--- config.mk ---
export PLATFORM = sky130hd
export DESIGN_NAME = load_store_unit
export DESIGN_NICKNAME = d
export VERILOG_FILES = /design/src/rtl/lsu_pkg.sv /design/src/rtl/load_extend.sv /design/src/rtl/load_store_unit.sv
export SDC_FILE = /design/constraint.sdc
export NUM_CORES = 1
export LEC_CHECK = 0
export ABC_AREA = 1
export BUFFER_PORTS_ARGS = -buffer_cell sky130_fd_sc_hd__buf_4
export CELL_PAD_IN_SITES_DETAIL_PLACEMENT = 0
export CELL_PAD_IN_SITES_GLOBAL_PLACEMENT = 2
export CORE_MARGIN = 2
export CORE_UTILIZATION = 26
export CTS_CLUSTER_DIAMETER = 50
export DETAILED_ROUTE_END_ITERATION = 7
export PLACE_DENSITY = 0.82
export RECOVER_POWER = 100
export SYNTH_ARGS = -nofsm -noshare
export SYNTH_HDL_FRONTEND = slang
export SYNTH_SLANG_ARGS = --single-unit
--- constraint.sdc ---
create_clock -name clk -period 1.83 [get_ports clk]
set_clock_uncertainty 0.05 [all_clocks]
set_input_delay 0.2745 -clock clk [delete_from_list [all_inputs] [get_ports clk]]
set_output_delay 0.2745 -clock clk [all_outputs]
set_load 0.01 [all_outputs]
--- src/rtl/lsu_pkg.sv ---
// Shared encodings for the load/store unit and the data memory it drives.
// Access sizes double as the memory's data_type encoding.
package lsu_pkg;

    localparam int DATA_W = 32;

    localparam logic [1:0] SIZE_WORD = 2'd0;
    localparam logic [1:0] SIZE_HALF = 2'd1;
    localparam logic [1:0] SIZE_BYTE = 2'd2;

    typedef enum logic [1:0] {
        IDLE    = 2'd0,
        ISSUE   = 2'd1,
        CAPTURE = 2'd2,
        RESP    = 2'd3
    } lsu_state_t;

    // Misaligned half/word or the reserved size: the request never reaches memory.
    function automatic logic access_error(input logic [1:0] size, input logic [1:0] addr_lo);
        logic err;
        case (size)
            SIZE_WORD: err = (addr_lo != 2'd0);
            SIZE_HALF: err = addr_lo[0];
            SIZE_BYTE: err = 1'b0;
            default:   err = 1'b1;
        endcase
        return err;
    endfunction

endpackage

--- src/rtl/load_extend.sv ---
// Extracts the addressed byte/half/word from little-endian memory data and
// sign- or zero-extends it to DATA_W bits.
module load_extend
    import lsu_pkg::*;
(
    input  logic [DATA_W-1:0] mem_data_out,
    input  logic [1:0]        size,
    input  logic              is_unsigned,
    output logic [DATA_W-1:0] data
);

    logic fill_byte_s;
    logic fill_half_s;

    assign fill_byte_s = ~is_unsigned & mem_data_out[7];
    assign fill_half_s = ~is_unsigned & mem_data_out[15];

    // Select the extension mode from the access size.
    always_comb begin
        data = mem_data_out;
        case (size)
            SIZE_BYTE: data = {{24{fill_byte_s}}, mem_data_out[7:0]};
            SIZE_HALF: data = {{16{fill_half_s}}, mem_data_out[15:0]};
            SIZE_WORD: data = mem_data_out;
            default:   data = mem_data_out;
        endcase
    end

endmodule

--- src/rtl/load_store_unit.sv ---
// Data-memory initiator: one outstanding load/store at a time, with misaligned
// and reserved-size requests answered by an error response without a memory access.
module load_store_unit
    import lsu_pkg::*;
#(
    parameter int ADDR_W = 10
) (
    input  logic              clk,
    input  logic              rst,
    input  logic              req_valid,
    output logic              req_ready,
    input  logic              req_write,
    input  logic [1:0]        req_size,
    input  logic              req_unsigned,
    input  logic [ADDR_W-1:0] req_addr,
    input  logic [DATA_W-1:0] req_wdata,
    output logic              resp_valid,
    input  logic              resp_ready,
    output logic [DATA_W-1:0] resp_rdata,
    output logic              resp_err,
    output logic [ADDR_W-1:0] mem_addr,
    output logic [DATA_W-1:0] mem_write_data,
    output logic              mem_read,
    output logic              mem_write,
    output logic [1:0]        mem_data_type,
    input  logic [DATA_W-1:0] mem_data_out
);

    lsu_state_t        state_r;
    lsu_state_t        next_state_s;
    logic              write_r;
    logic [1:0]        size_r;
    logic              unsigned_r;
    logic [ADDR_W-1:0] addr_r;
    logic [DATA_W-1:0] wdata_r;
    logic [DATA_W-1:0] rdata_r;
    logic              err_r;
    logic              accept_s;
    logic              req_err_s;
    logic [DATA_W-1:0] load_data_s;

    assign accept_s  = req_valid & req_ready;
    assign req_err_s = access_error(req_size, req_addr[1:0]);

    load_extend u_load_extend (
        .mem_data_out (mem_data_out),
        .size         (size_r),
        .is_unsigned  (unsigned_r),
        .data         (load_data_s)
    );

    // Next-state logic; requests are only seen while idle.
    always_comb begin
        next_state_s = state_r;
        case (state_r)
            IDLE: begin
                if (req_valid) begin
                    next_state_s = req_err_s ? RESP : ISSUE;
                end else begin
                    next_state_s = IDLE;
                end
            end
            ISSUE:   next_state_s = write_r ? RESP : CAPTURE;
            CAPTURE: next_state_s = RESP;
            RESP: begin
                if (resp_ready) begin
                    next_state_s = IDLE;
                end else begin
                    next_state_s = RESP;
                end
            end
            default: next_state_s = IDLE;
        endcase
    end

    // State, request latch and response register.
    always_ff @(posedge clk or posedge rst) begin
        if (rst) begin
            state_r    <= IDLE;
            write_r    <= 1'b0;
            size_r     <= 2'd0;
            unsigned_r <= 1'b0;
            addr_r     <= '0;
            wdata_r    <= '0;
            rdata_r    <= '0;
            err_r      <= 1'b0;
        end else begin
            state_r <= next_state_s;
            if (accept_s) begin
                write_r    <= req_write;
                size_r     <= req_size;
                unsigned_r <= req_unsigned;
                addr_r     <= req_addr;
                wdata_r    <= req_wdata;
                err_r      <= req_err_s;
                rdata_r    <= '0;
            end else if (state_r == CAPTURE) begin
                rdata_r <= load_data_s;
            end
        end
    end

    // Strobes decode from the state register, so reset removes them immediately.
    assign req_ready      = (state_r == IDLE) & ~rst;
    assign resp_valid     = (state_r == RESP);
    assign resp_rdata     = rdata_r;
    assign resp_err       = err_r;
    assign mem_read       = (state_r == ISSUE) & ~write_r;
    assign mem_write      = (state_r == ISSUE) & write_r;
    assign mem_addr       = addr_r;
    assign mem_write_data = wdata_r;
    assign mem_data_type  = size_r;

endmodule

==> summary.txt <==
Synth
  • Post-synth EDFFs: 0
  • #FFs+latches synth: 81
  • Mux cell area share after synthesis: 0%
  • Synth Area in XOR/XNOR: 0%
  • Cell Area, Synth: 3650 sq um
  • Synth Area in Compound Gates: 0.583%
  • Syn. warnings: 0
  • Share of the synthesized area in the top cell type: 55.6%
  • Syn nets: 515
  • Synth top cells by count: 183 x nand2_1, 83 x nand3_1, 81 x dfrtp_1
  • Async SR Flop Fraction: 100%
  • Post-synth top area cell: dfrtp_1
  • Synth unique cells: 17
  • Synth Area in Adders: 0.686%
  • Syn Inst Count: ~430
  • Main combinational cell family by area after synthesis: simple AND/OR/NAND/NOR gates
  • Post-synthesis sequential area ratio: 55.6%
  • Most common cell in the synthesized netlist: nand2_1
  • Top_reg_cell synth: dfrtp_1
  • Mean Syn Cell Area: 8.46 sq um
  • Simple-gate share of the synthesized area: 35.7%
  • Synth top area cells: dfrtp_1 56%, nand2_1 19%, nand3_1 11%

Routing
  • Post-route DRC: 0
  • WL/cell: 13.8 microns
  • DRT iter0 DRCs: 197
  • Drt total wl: 10,700 microns
  • Via/cell ratio: 4.39
  • Pre-antenna DRT Iters: 4
  • Post-DRT Antenna Nets: 0
  • Vias post-DR: roughly 3.4k

CTS
  • Number of buffers created by CTS: 9
  • Resized cells post-CTS: 0
  • CTS max path bufs: 2
  • CTS tree: done
  • Clock-pin slew on the worst setup and hold paths: 60 ps
  • Worst-Skew Late Latency: 340 ps
  • Root buf cell: clkbuf_16
  • # H-tree levels: 3
  • TritonCTS sink count: 81

STA
  • Final Slew Violations: 0
  • Fin. Hold Viols: 0
  • RSZ-0062 raised after global routing: false
  • Maximum clock rate: 0.601 GHz
  • Worst Hold Margin: 88.5 ps
  • Relative slew slack: 22.9%
  • Total negative setup slack: 0 ps
  • Final worst path period need: 1660 ps
  • Slew @ Worst Pin: ~1200 ps
  • Final Cycle Share: 90.9%
  • Setup violations, final: 0

Critical path
  • CP bufs+invs: 2
  • Slowest cell on crit path: dfrtp_1
  • Worst setup path category: reg2out
  • Top Family by Delay on Critical Path: flip-flops
  • CP endpoint kind: output pin
  • Crit-path max FO: 8
  • CP peak stage delay: between 400 and 500 ps
  • CP Launch Type: register
  • Crit path from: state_r[1]$_DFF_PP0_
  • Worst r2r src: state_r[1]$_DFF_PP0_
  • Critical Path RT: 1510 ps
  • Crit-path cells: inv_1 -> nand2_4 -> nor2_8 -> buf_4
  • WP data arrival: 1340 ps

GRT
  • Met3 Use GR: 5.25%
  • Vias in the first global route: around 3.3k
  • Met1 usage: 19.4%
  • Layer with the highest usage: met2
  • First-pass GRT wire length: 17,000 microns
  • GRT Overall Usage: between 10% and 20%
  • GR Util met2: 21.6%
  • Largest net degree at the start of global routing: 82
  • GR Overflow Total: 0
  • Initial antenna violation count: 0

Power
  • Switching power total: roughly 3500 uW
  • PwrDens: 1730 nW/um^2
  • Worst IR Drop VDD: ~0.51 mV
  • Seq pwr share: 36.2%
  • Clock power frac: 22.5%
  • Combinational Power Share: about two fifths
  • Net Sw Frac: approximately two fifths
  • Pint: 5170 uW
  • LEAKAGE: 0.00267 uW

Cells and area
  • Fillers: 1,531
  • Share of cells above drive strength 1: 19.6%
  • Nets: 677
  • # diodes: 0
  • Area growth, synth to finish: 37.3%

Job
  • MaxCap Viol Count: 0

Hold path
  • Worst Hold Class: in2reg
  • Hold Startpoint: mem_data_out[2]

Floorplan
  • Die area: 15,000 sq um
  • Die Y: 122 microns
  • Site Rows: 43
  • # IOs: between 150 and 200
  • Initial Utilization: approximately a quarter
  • Die W: 122 microns
  • Core area: 13,800 sq um

Outcome
  • Outcome: completed

Place
  • Gpl congestion: about 0.74
  • Input/output buffers: 162
  • DP Wirelength: 7140 microns
==> flip-flops by register name, indices dropped and copies added, names as in the netlist <==
name	flops
mem_addr	10
resp_rdata	32
resp_err	1
state_r	2
write_r	1
mem_write_data	32
mem_data_type	2
unsigned_r	1
==> kinds of logic after synthesis <==
family                   Yosys count
AND/OR/NAND/NOR                  307
adder cells (fa/ha/maj)            2
AO/OA/AOI/OAI                      3
flip-flops                        81
buffers and inverters             38
==> cell type report <==
class                      instances  area, sq um  share of cell area (%)
sequential                        81         2030                    40.5
multi-input combinational        312         1340                    26.8
timing repair buffer             176         1040                    20.8
clock buffer                      11          243                    4.85
tap                              180          225                    4.50
clock inverter                     5         78.8                    1.57
inverter                          13         50.0                    1.00
==> routing by layer <==
metal	vias to the layer above	part of all wire (%)
met5	-	0
met4	0	1.5
met3	10	10
met2	144	43
met1	1577	46
li1	1685	-
==> final timing paths <==
kind	cells after the start	endpoint	slack [ps]
min	3	resp_rdata[2]$_DFFE_PP0P_	90
min reg2reg	2	mem_write_data[19]$_DFFE_PP0P_	430
min in group asynchronous	3	state_r[1]$_DFF_PP0_	500
max	4	req_ready	170
max in group asynchronous	3	mem_write_data[12]$_DFFE_PP0P_	490
max reg2reg	5	resp_rdata[11]$_DFFE_PP0P_	290
==> stage by stage <==
step                      instances  instance area (sq um)  util [%]  setup slack [ps]  total power (uW)
after floorplan                 431                   3650         -               272              5530
after global placement          756                   4970      36.1               350              7380
after detailed placement        756                   4970      36.1               278              7450
after CTS                       772                   5290      38.4              46.5              9470
after global routing            778                   5010      36.4              67.3              9460
final                           778                   5010      36.4               167              8680
==> repair_timing <==
item | in CTS | in global routing
hold buffers | 0 | 0
buffers inserted | 0 | 6
endpoints found under the setup margin | 0 | 1
==> power groups by stage <==
stage | Combinational (uW) | Clock (uW) | Sequential (uW)
6_report | 3590 | 1950 | 3140
5_1_grt | 4090 | 2110 | 3260
4_1_cts | 4270 | 2030 | 3180
3_5_place_dp | 4270 | 0 | 3180
3_3_place_gp | 4200 | 0 | 3180
2_1_floorplan | 2050 | 0 | 3480
==> cells in the final DEF (no fill, tap or decap), drive strengths merged <==
cell type / synthesis / final
buf: 25 / 93
bufinv: 0 / 2
clkbuf: 0 / 94
clkinv: 0 / 3
clkinvlp: 0 / 1
dfrtp: 81 / 81
ha: 2 / 2
inv: 13 / 12
nand2: 185 / 185
nand3: 84 / 84
nor2: 38 / 38
o211ai: 1 / 1
o21ai: 2 / 2
==> worst register-to-register path: stages, from the launching register on <==
cell and delay, ps:
dfrtp_1 440, nor2_1 110, nand3_4 60, buf_4 520, nand3_1 180, nand2_1 110
(Power assumes the default switching activity.)
